## src/rtl/uart_tx_streamer.sv

```systemverilog
// -----------------------------------------------------------------------------
// uart_tx_streamer
//
// Byte-stream front end for the UART peripheral. Bytes from a producer are
// buffered in a small FIFO and each byte is drained through a fixed sequence
// of local-bus register accesses:
//   TXDATA <= byte, CTRL <= strtx=1, poll STAT until tbusy=1,
//   CTRL <= strtx=0, poll STAT until tbusy=0.
// Software therefore never has to poll tbusy itself.
//
// Handshake semantics (both bus directions and the producer port):
//   A request (wen / ren) is raised together with its address and data and is
//   held, unchanged, until the matching acknowledge (wready / rvalid) is
//   sampled high on a rising clock edge. The request is low in the following
//   cycle. wen and ren are never high together. A producer byte is taken on
//   every rising edge where s_valid and s_ready are both high.
//
// Optional feature (macro UART_STREAM_TIMEOUT_EN):
//   A 20-bit counter bounds each STAT polling phase. When it saturates at
//   20'hFFFFF the phase ends after the outstanding read completes, and the
//   sticky output timeout_err is set. Without the macro polling is unbounded
//   and the timeout_err port does not exist.
//
// Ports:
//   clk, rst         clock, asynchronous active-low reset
//   s_data/s_valid   producer byte stream, s_ready = FIFO not full (registered)
//   waddr/wdata/wen  bus write request, wstrb always all-ones, wready accept
//   raddr/ren        bus read request, rdata/rvalid read response
//   fifo_level       FIFO occupancy
//   idle             FIFO empty and FSM in IDLE
//   timeout_err      sticky polling timeout flag (macro builds only)
//   state_dbg        current FSM state encoding
// -----------------------------------------------------------------------------
module uart_tx_streamer #(
  parameter int              ADDR_W      = 32,
  parameter int              DATA_W      = 32,
  parameter int              STRB_W      = DATA_W / 8,
  parameter int              FIFO_DEPTH  = 16,
  parameter logic [ADDR_W-1:0] CTRL_ADDR   = 32'h0,
  parameter logic [ADDR_W-1:0] STAT_ADDR   = 32'h4,
  parameter logic [ADDR_W-1:0] TXDATA_ADDR = 32'h8,
  parameter logic [3:0]      BR_SEL      = 4'd0,
  parameter logic [7:0]      CLK_CFG     = 8'd0
) (
  input  logic                          clk,
  input  logic                          rst,
  input  logic [7:0]                    s_data,
  input  logic                          s_valid,
  output logic                          s_ready,
  output logic [ADDR_W-1:0]             waddr,
  output logic [DATA_W-1:0]             wdata,
  output logic                          wen,
  output logic [STRB_W-1:0]             wstrb,
  input  logic                          wready,
  output logic [ADDR_W-1:0]             raddr,
  output logic                          ren,
  input  logic [DATA_W-1:0]             rdata,
  input  logic                          rvalid,
  output logic [$clog2(FIFO_DEPTH):0]   fifo_level,
  output logic                          idle,
`ifdef UART_STREAM_TIMEOUT_EN
  output logic                          timeout_err,
`endif
  output logic [2:0]                    state_dbg
);

  localparam int PTR_W = $clog2(FIFO_DEPTH);
  localparam int LVL_W = PTR_W + 1;

  // CTRL: en=1, strtx in bit1, br in [5:2], clk in [13:6], all else zero.
  localparam logic [DATA_W-1:0] CTRL_IDLE  = DATA_W'({CLK_CFG, BR_SEL, 1'b0, 1'b1});
  localparam logic [DATA_W-1:0] CTRL_START = DATA_W'({CLK_CFG, BR_SEL, 1'b1, 1'b1});

  typedef enum logic [2:0] {
    S_IDLE     = 3'd0,
    S_WR_DATA  = 3'd1,
    S_WR_START = 3'd2,
    S_RD_BUSY1 = 3'd3,
    S_WR_CLR   = 3'd4,
    S_RD_BUSY0 = 3'd5
  } state_t;

  // ---------------------------------------------------------------------------
  // FIFO
  // ---------------------------------------------------------------------------
  logic [7:0]       mem_q [FIFO_DEPTH];
  logic [PTR_W-1:0] wr_ptr_q, wr_ptr_d;
  logic [PTR_W-1:0] rd_ptr_q, rd_ptr_d;
  logic [LVL_W-1:0] count_q, count_d;
  logic             s_ready_q, s_ready_d;
  logic             push, pop;

  state_t state_q, state_d;

  assign push = s_valid && s_ready_q;
  // Pop decision uses the registered count, so a push into an empty FIFO is
  // not visible to the FSM until the next cycle.
  assign pop  = (state_q == S_IDLE) && (count_q != '0);

  always_comb begin
    wr_ptr_d = wr_ptr_q;
    rd_ptr_d = rd_ptr_q;
    count_d  = count_q;
    if (push) wr_ptr_d = wr_ptr_q + PTR_W'(1);
    if (pop)  rd_ptr_d = rd_ptr_q + PTR_W'(1);
    case ({push, pop})
      2'b10:   count_d = count_q + LVL_W'(1);
      2'b01:   count_d = count_q - LVL_W'(1);
      default: count_d = count_q;
    endcase
    s_ready_d = (count_d != LVL_W'(FIFO_DEPTH));
  end

  // Storage carries no reset: the pointers alone define which entries are live.
  always_ff @(posedge clk) begin
    if (push) mem_q[wr_ptr_q] <= s_data;
  end

  always_ff @(posedge clk or negedge rst) begin
    if (!rst) begin
      wr_ptr_q  <= '0;
      rd_ptr_q  <= '0;
      count_q   <= '0;
      s_ready_q <= 1'b1;
    end else begin
      wr_ptr_q  <= wr_ptr_d;
      rd_ptr_q  <= rd_ptr_d;
      count_q   <= count_d;
      s_ready_q <= s_ready_d;
    end
  end

  // ---------------------------------------------------------------------------
  // Polling timeout (optional)
  // ---------------------------------------------------------------------------
  logic tmo_hit;
  logic in_poll_d;

  assign in_poll_d = (state_d == S_RD_BUSY1) || (state_d == S_RD_BUSY0);

`ifdef UART_STREAM_TIMEOUT_EN
  logic [19:0] tmo_cnt_q, tmo_cnt_d;
  logic        timeout_err_q, timeout_err_d;

  assign tmo_hit = (tmo_cnt_q == 20'hFFFFF);

  always_comb begin
    tmo_cnt_d     = tmo_cnt_q;
    timeout_err_d = timeout_err_q;
    if (in_poll_d && (state_d != state_q)) begin
      tmo_cnt_d = '0;
    end else if (in_poll_d && !tmo_hit) begin
      tmo_cnt_d = tmo_cnt_q + 20'd1;
    end
    if (tmo_hit && (state_q == S_RD_BUSY1 || state_q == S_RD_BUSY0)) begin
      timeout_err_d = 1'b1;
    end
  end

  always_ff @(posedge clk or negedge rst) begin
    if (!rst) begin
      tmo_cnt_q     <= '0;
      timeout_err_q <= 1'b0;
    end else begin
      tmo_cnt_q     <= tmo_cnt_d;
      timeout_err_q <= timeout_err_d;
    end
  end

  assign timeout_err = timeout_err_q;
`else
  logic unused_in_poll;
  assign tmo_hit        = 1'b0;
  assign unused_in_poll = in_poll_d;
`endif

  // ---------------------------------------------------------------------------
  // Bus sequencing FSM
  // ---------------------------------------------------------------------------
  logic              wen_q, wen_d;
  logic              ren_q, ren_d;
  logic [ADDR_W-1:0] waddr_q, waddr_d;
  logic [DATA_W-1:0] wdata_q, wdata_d;
  logic [ADDR_W-1:0] raddr_q, raddr_d;
  logic              idle_q, idle_d;
  logic              ack_w, ack_r, tbusy;
  logic              unused_rdata;

  assign ack_w        = wen_q && wready;
  assign ack_r        = ren_q && rvalid;
  assign tbusy        = rdata[0];
  assign unused_rdata = ^rdata[DATA_W-1:1];

  always_comb begin
    state_d = state_q;
    wen_d   = wen_q;
    ren_d   = ren_q;
    waddr_d = waddr_q;
    wdata_d = wdata_q;
    raddr_d = raddr_q;
    case (state_q)
      S_IDLE: begin
        // The popped byte is captured straight into the write-data register.
        if (pop) begin
          state_d = S_WR_DATA;
          wen_d   = 1'b1;
          waddr_d = TXDATA_ADDR;
          wdata_d = DATA_W'(mem_q[rd_ptr_q]);
        end
      end
      S_WR_DATA: begin
        if (ack_w) begin
          wen_d   = 1'b0;
          state_d = S_WR_START;
        end
      end
      S_WR_START: begin
        if (!wen_q) begin
          wen_d   = 1'b1;
          waddr_d = CTRL_ADDR;
          wdata_d = CTRL_START;
        end else if (ack_w) begin
          wen_d   = 1'b0;
          state_d = S_RD_BUSY1;
        end
      end
      S_RD_BUSY1: begin
        // Wait for the transmitter to report busy, i.e. it took the byte.
        if (!ren_q) begin
          if (tmo_hit) begin
            state_d = S_WR_CLR;
          end else begin
            ren_d   = 1'b1;
            raddr_d = STAT_ADDR;
          end
        end else if (ack_r) begin
          ren_d = 1'b0;
          if (tbusy || tmo_hit) state_d = S_WR_CLR;
        end
      end
      S_WR_CLR: begin
        if (!wen_q) begin
          wen_d   = 1'b1;
          waddr_d = CTRL_ADDR;
          wdata_d = CTRL_IDLE;
        end else if (ack_w) begin
          wen_d   = 1'b0;
          state_d = S_RD_BUSY0;
        end
      end
      S_RD_BUSY0: begin
        // Wait for the frame to finish before the next byte is started.
        if (!ren_q) begin
          if (tmo_hit) begin
            state_d = S_IDLE;
          end else begin
            ren_d   = 1'b1;
            raddr_d = STAT_ADDR;
          end
        end else if (ack_r) begin
          ren_d = 1'b0;
          if (!tbusy || tmo_hit) state_d = S_IDLE;
        end
      end
      default: begin
        state_d = S_IDLE;
        wen_d   = 1'b0;
        ren_d   = 1'b0;
      end
    endcase
    idle_d = (count_d == '0) && (state_d == S_IDLE);
  end

  always_ff @(posedge clk or negedge rst) begin
    if (!rst) begin
      state_q <= S_IDLE;
      wen_q   <= 1'b0;
      ren_q   <= 1'b0;
      waddr_q <= '0;
      wdata_q <= '0;
      raddr_q <= '0;
      idle_q  <= 1'b1;
    end else begin
      state_q <= state_d;
      wen_q   <= wen_d;
      ren_q   <= ren_d;
      waddr_q <= waddr_d;
      wdata_q <= wdata_d;
      raddr_q <= raddr_d;
      idle_q  <= idle_d;
    end
  end

  assign s_ready    = s_ready_q;
  assign waddr      = waddr_q;
  assign wdata      = wdata_q;
  assign wen        = wen_q;
  assign wstrb      = '1;
  assign raddr      = raddr_q;
  assign ren        = ren_q;
  assign fifo_level = count_q;
  assign idle       = idle_q;
  assign state_dbg  = state_q;

endmodule
```

## config.mk

```make
export PLATFORM = sky130hd
export DESIGN_NAME = uart_tx_streamer
export DESIGN_NICKNAME = d
export VERILOG_FILES = /design/src/rtl/uart_tx_streamer.sv
export SDC_FILE = /design/constraint.sdc
export NUM_CORES = 1
export LEC_CHECK = 0
export BUFFER_PORTS_ARGS = -buffer_cell sky130_fd_sc_hd__buf_2
export CAP_MARGIN = 20
export CELL_PAD_IN_SITES_DETAIL_PLACEMENT = 1
export CELL_PAD_IN_SITES_GLOBAL_PLACEMENT = 2
export CORE_ASPECT_RATIO = 0.8
export CORE_MARGIN = 5
export CORE_UTILIZATION = 41
export DETAILED_ROUTE_END_ITERATION = 8
export HOLD_SLACK_MARGIN = 0.06
export PLACE_DENSITY_LB_ADDON = 0.1
export SLEW_MARGIN = 10
export SYNTH_ARGS = -nofsm -noshare
export SYNTH_HDL_FRONTEND = slang
export SYNTH_SLANG_ARGS = --single-unit
```

## constraint.sdc

```tcl
create_clock -name clk -period 5.9 [get_ports clk]
set_clock_uncertainty 0.05 [all_clocks]
set_input_delay 0.295 -clock clk [delete_from_list [all_inputs] [get_ports clk]]
set_output_delay 0.295 -clock clk [all_outputs]
set_load 0.02 [all_outputs]
```

After elaboration in Yosys (flattened, before gate mapping):

Memories as Yosys holds them, arrays and structs flattened.
Cells that the tools add are included.
W data, S select, Z words.

* output and inout bits: 112
* input port bits: 45
* RAM bits: 128
* word-level logic and storage cells: 80
* register bits: 85
* memories kept: 1

* bitwise gates (word level): 2
* eq/ne operators: 13
* mux-type cells: 31
* add/sub/neg operators: 4
* reduce and logical (&&, ||, !) cells: 18

Memory list
* mem_q: depth 16, bits a word 8, rd ports 1, clocked after memory_dff 0, write ports 1, RTL line 86 `logic [7:0] mem_q [FIFO_DEPTH];`

Operators by type and width (count)
* $mux W32: 5
* $pmux W32 S3: 1
* $pmux W32 S2: 1
* $mux W3: 12
* $pmux W3 S6: 1
* $ne A2 B2 Y1 const B: 5
* $pmux W5 S2: 1
* $add A4 B1 Y4 const B: 2
* $mux W1: 8
* $eq A3 B2 Y1 const B: 2
* $eq A3 B3 Y1 const B: 2
* $logic_not A3 Y1: 2
* $reduce_and A3 Y1: 2
* $add A5 B1 Y5 const B: 1
* $logic_and A1 B1 Y1: 5
* $logic_not A5 Y1: 1
* $ne A5 B5 Y1 const B: 1
* $reduce_bool A5 Y1: 1
* $sub A5 B1 Y5 const B: 1
* $pmux W1 S4: 1
* $reduce_and A4 Y1: 1
* $reduce_or A2 Y1: 2
* $reduce_or A4 Y1: 1
* $eq A3 B1 Y1 const B: 1
* other kinds (7): 8

Depth between registers and ports, before layout:

* depth in word-level cells: 6
* gate-level depth with buffers: 13
* depth with buffers taken out: 11

Worst setup path after synthesis:

No wires, ideal clock.

* path kind: reg2reg
* start: reg count_q[0] (netlist: fifo_level[0])
* end: reg idle_q (netlist: idle)
* cell stages (with the launch flop): 14
* buffers on the path: 2
* arrival time: 2.888 ns
* period minus slack after synthesis: 3.034 ns
* data required time: 5.754 ns
* setup time: 0.096 ns
* setup slack: 2.866 ns
* cell sequence: dfrtp_1 -> nor3_1 -> a21oi_1 -> and2_1 -> buf_2 -> ha_1 -> buf_2 -> xor2_1 -> ha_1 -> a21oi_1 -> mux2i_1 -> xor2_1 -> o311ai_0 -> nor4_1

* longest elaborated chain between the ends: 6
* elaborated cells between the ends (all ways): 12

RTL lines
* from (decl): RTL line 89 `logic [LVL_W-1:0] count_q, count_d;`
* from (signal assigned): RTL line 128 `count_q <= count_d;`
* $reduce_bool A5 Y1 (*): RTL line 98 `assign pop = (state_q == S_IDLE) && (count_q != '0);`
* $logic_and A1 B1 Y1 (*): RTL line 98
* net pop: RTL line 91 `logic push, pop;`
* $eq A2 B1 Y1, or another cell as far along: RTL line 106 `case ({push, pop})`
* $pmux W5 S2 or $pmux W3 S6 (tied branches): RTL line 106, 201
* $logic_not A5 Y1 or $logic_not A3 Y1 (tied branches): RTL line 271 `idle_d = (count_d == '0) && (state_d == S_IDLE);`
* $logic_and A1 B1 Y1 (*): RTL line 271
* net idle_d: RTL line 185 `logic idle_q, idle_d;`
* to (signal assigned): RTL line 290 `idle_q <= idle_d;`
* to (decl): RTL line 185

Mark *: on every way through the listed nets, which the timed path passes. The rest lies on a longest branch.
A chain may end at the register's enable or synchronous reset.

Worst setup path after layout:

* start: reg state_q[2] (netlist: state_dbg[2])
* end: reg idle_q (netlist: idle)

* longest elaborated chain between the ends: 6
* elaborated cells between the ends (all ways): 26

RTL lines
* from (decl): RTL line 93 `state_t state_q, state_d;`
* from (signal assigned): RTL line 284 `state_q <= state_d;`
* $logic_not A3 Y1, or another cell as far along: RTL line 98, 201
* $logic_and A1 B1 Y1, or another cell as far along: RTL line 98
* $eq A2 B1 Y1, or another cell as far along: RTL line 106
* $pmux W5 S2 or $pmux W3 S6 (tied branches): RTL line 106, 201
* $logic_not A5 Y1 or $logic_not A3 Y1 (tied branches): RTL line 271
* $logic_and A1 B1 Y1 (*): RTL line 271
* net idle_d: RTL line 185

Marked as above.

==> impl_metrics.json <==
{
  "r2r_slack_ns": 2.12,
  "r2r_end": "idle",
  "grt_max_degree": 38,
  "clock-sinks": 158,
  "ys_async_sr_fraction_pct": 18.99,
  "core_area_um2": 17950,
  "synth_seq_area_share_pct": 61.97,
  "slew_violations": 0,
  "period_share_pct": 64.05,
  "area.growth.synth_to_final_pct": 8.956,
  "syn_inst": 494,
  "place_congestion": 0.7297,
  "dieHeight_um": 130.3,
  "antenna_found_initial": 0,
  "vias": 3829,
  "synth_area_per_cell_um2": 15.02,
  "ios": 157,
  "io_buffers": 35,
  "path_clk_slew_ns": 0.06,
  "dp_hpwl_mm": 10.14,
  "ys.flop_type": "edfxtp_1",
  "outcome": "complete, no violations",
  "routed.top_layer": "met4",
  "met3_length_um": 943,
  "cp.arrival_ns": 4.05,
  "netlist_area_um2": 7418,
  "drtPass1Iterations": 5,
  "timing.setup.tns_ns": 0,
  "path_class": "flip-flop to flip-flop",
  "core.rowCount": 44,
  "grt_setup_unrepaired": "no",
  "cts_setup_buffers": 0,
  "die_area_um2": 20900,
  "relSlewSlack_pct": 30.86,
  "rr_worst_depth": 10,
  "fin_nets": 588,
  "start_util_pct": 41.33,
  "clk-insertion-delay-late_ns": 0.42,
  "maxCapViolCount": 0,
  "drc": 0,
  "die_w_um": 160.4,
  "cts_made_buffers": 17,
  "p_leak_nw": 3.041,
  "stdcell_area_um2": 8083,
  "cts_root_buf": "clkbuf_16",
  "vdd_drop_max_mv": 0.1929,
  "n_antenna_cell": 0,
  "placed_area_um2": 7492,
  "setup_viol": 0,
  "grt_pass1_vias": 3850,
  "min_from": "rdata[0]",
  "yosysWarnings": 0,
  "worstPathRequired_ns": 6.17,
  "fillers": 1809,
  "yosysUniqueCellTypes": 52,
  "htreeDepth": 4,
  "hold_viol": 0,
  "grt_pass1_wl_mm": 23.48,
  "fin_crit_ns": 3.779,
  "vias_per_cell": 4.934,
  "drt_iter0_markers": 214,
  "synth-seq-cells": 158,
  "final_common_cell": "edfxtp_1",
  "antenna_left": 0,
  "mostFrequentLayoutCells": "edfxtp_1, conb_1, buf_2",
  "grt_usage_pct": 15.40,
  "wire_per_inst_um": 20.18,
  "m1WireLength_mm": 7.466,
  "synth_edf_count": 128,
  "end_kind": "flip-flop",
  "cts_tree": "yes",
  "critPathLaunchType": "flip-flop",
  "reg2reg_from": "state_dbg[2]",
  "hold_class": "primary input to flip-flop",
  "fmax_ghz": 0.2646,
  "wl_met2_mm": 7.100,
  "worstHoldEndpoint": "state_dbg[2]",
  "holdPathStages": 3,
  "worst_pin_slew_ns": 1.032,
  "cts_buffer_depth": 2,
  "cellPowerDensity_nw_per_um2": 289.2,
  "drive_above_1_share_pct": 17.58,
  "drt_wl_total_mm": 15.66,
  "gr-total-overflow": 0,
  "critical_path.max_fanout": 17
}
area by class of cell:
class	instances	area [µm²]	share of cell area [%]
Clock buffer	17	425.4	5.263
Clock inverter	14	143.9	1.780
Inverter	12	45.04	0.5573
Multi-Input combinational cell	298	2303	28.50
Sequential cell	158	4598	56.89
Tap cell	230	287.8	3.560
Timing Repair Buffer	47	279.0	3.452
state kept, by name, summed over array words and instances (netlist names), 3 cells and up:
name	count
wr_ptr_q	4
fifo_level	5
wdata	8
rd_ptr_q	4
mem_q	128
state_dbg	3
report_power, final:
| part | internal [mW] | switching (mW) | total [mW] |
|---|---|---|---|
| Combinational | 0.00419 | 0.0693 | 0.0735 |
| Sequential | 1.21 | 0 | 1.21 |
| Clock | 0.619 | 0.440 | 1.06 |
| Total | 1.83 | 0.509 | 2.34 |
worst max-delay path, stage by stage (launching register included):
cell      delay, ns
dfrtp_1        0.58
nor2_1         0.39
and2_1         0.64
ha_1           0.52
xor2_1         0.12
ha_1           0.23
a21oi_1        0.15
mux2i_1        0.24
xor2_1         0.23
o311ai_0       0.23
nor4_1         0.30
cell families after synthesis:
family,count (synthesis),share of synthesized area [%]
buf+inv,126,11.71
xor+xnor,11,1.299
compound gates,62,5.532
simple gates,78,5.161
flops,158,61.97
mux,47,12.58
other cells,2,0.1012
fa+ha+maj,10,1.653
stage by stage:
| step | instances | hold WS [ns] | setup slack [ns] | util, % | total power, mW |
|---|---|---|---|---|---|
| finish | 776 | 0.1336 | 2.121 | 45.04 | 2.338 |
| global route | 776 | 0.1493 | 1.770 | 45.04 | 2.424 |
| CTS | 775 | 0.1143 | 2.108 | 44.97 | 2.363 |
| detailed placement | 743 | 0.3684 | 2.133 | 41.75 | 1.300 |
| global placement | 741 | 0.3688 | 2.194 | 41.62 | 1.298 |
| floorplan | 582 | -0.05059 | 2.866 | - | 1.326 |
cells in the mapped netlist, types with 4 or more instances:
cell,n,area [µm²]
o21ai_0,11,55.05
nor3_1,5,25.02
nand2b_1,6,37.54
nor2_1,21,78.83
nor2b_1,8,50.05
mux4_2,8,180.2
dfrtp_1,28,700.7
buf_4,91,683.2
inv_1,12,45.04
edfxtp_1,128,3844
a21oi_1,18,90.09
xnor2_1,8,70.07
mux2_2,4,45.04
a22o_1,6,52.55
a211oi_1,9,67.56
buf_2,9,45.04
clkbuf_1,9,33.78
ha_1,9,112.6
nand2_1,21,78.83
mux2i_1,13,130.1
mux4_1,22,578.1
what timing repair did:
action	in CTS	in global routing
gates resized for setup	0	0
endpoints found under the hold margin	28	0
hold buffers	1	0
layer usage:
metal / up-vias / global-route usage (%)
met2: 124 / 23.59
li1: 1763 / -
met4: 0 / 4.249
met1: 1927 / 21.81
met3: 15 / 4.294
met5: - / 0
worst max path at each step:
stage / from / end / slack (ns) / cells past startpoint
after detailed placement: state_dbg[2] / idle / 2.13 / 10
after floorplan: fifo_level[0] / idle / 2.87 / 13
final: state_dbg[2] / idle / 2.12 / 10
after global placement: state_dbg[1] / idle / 2.19 / 10
after global routing: state_dbg[1] / idle / 1.77 / 10
after CTS: state_dbg[2] / idle / 2.11 / 10
Power figures use the tool's default switching activity.
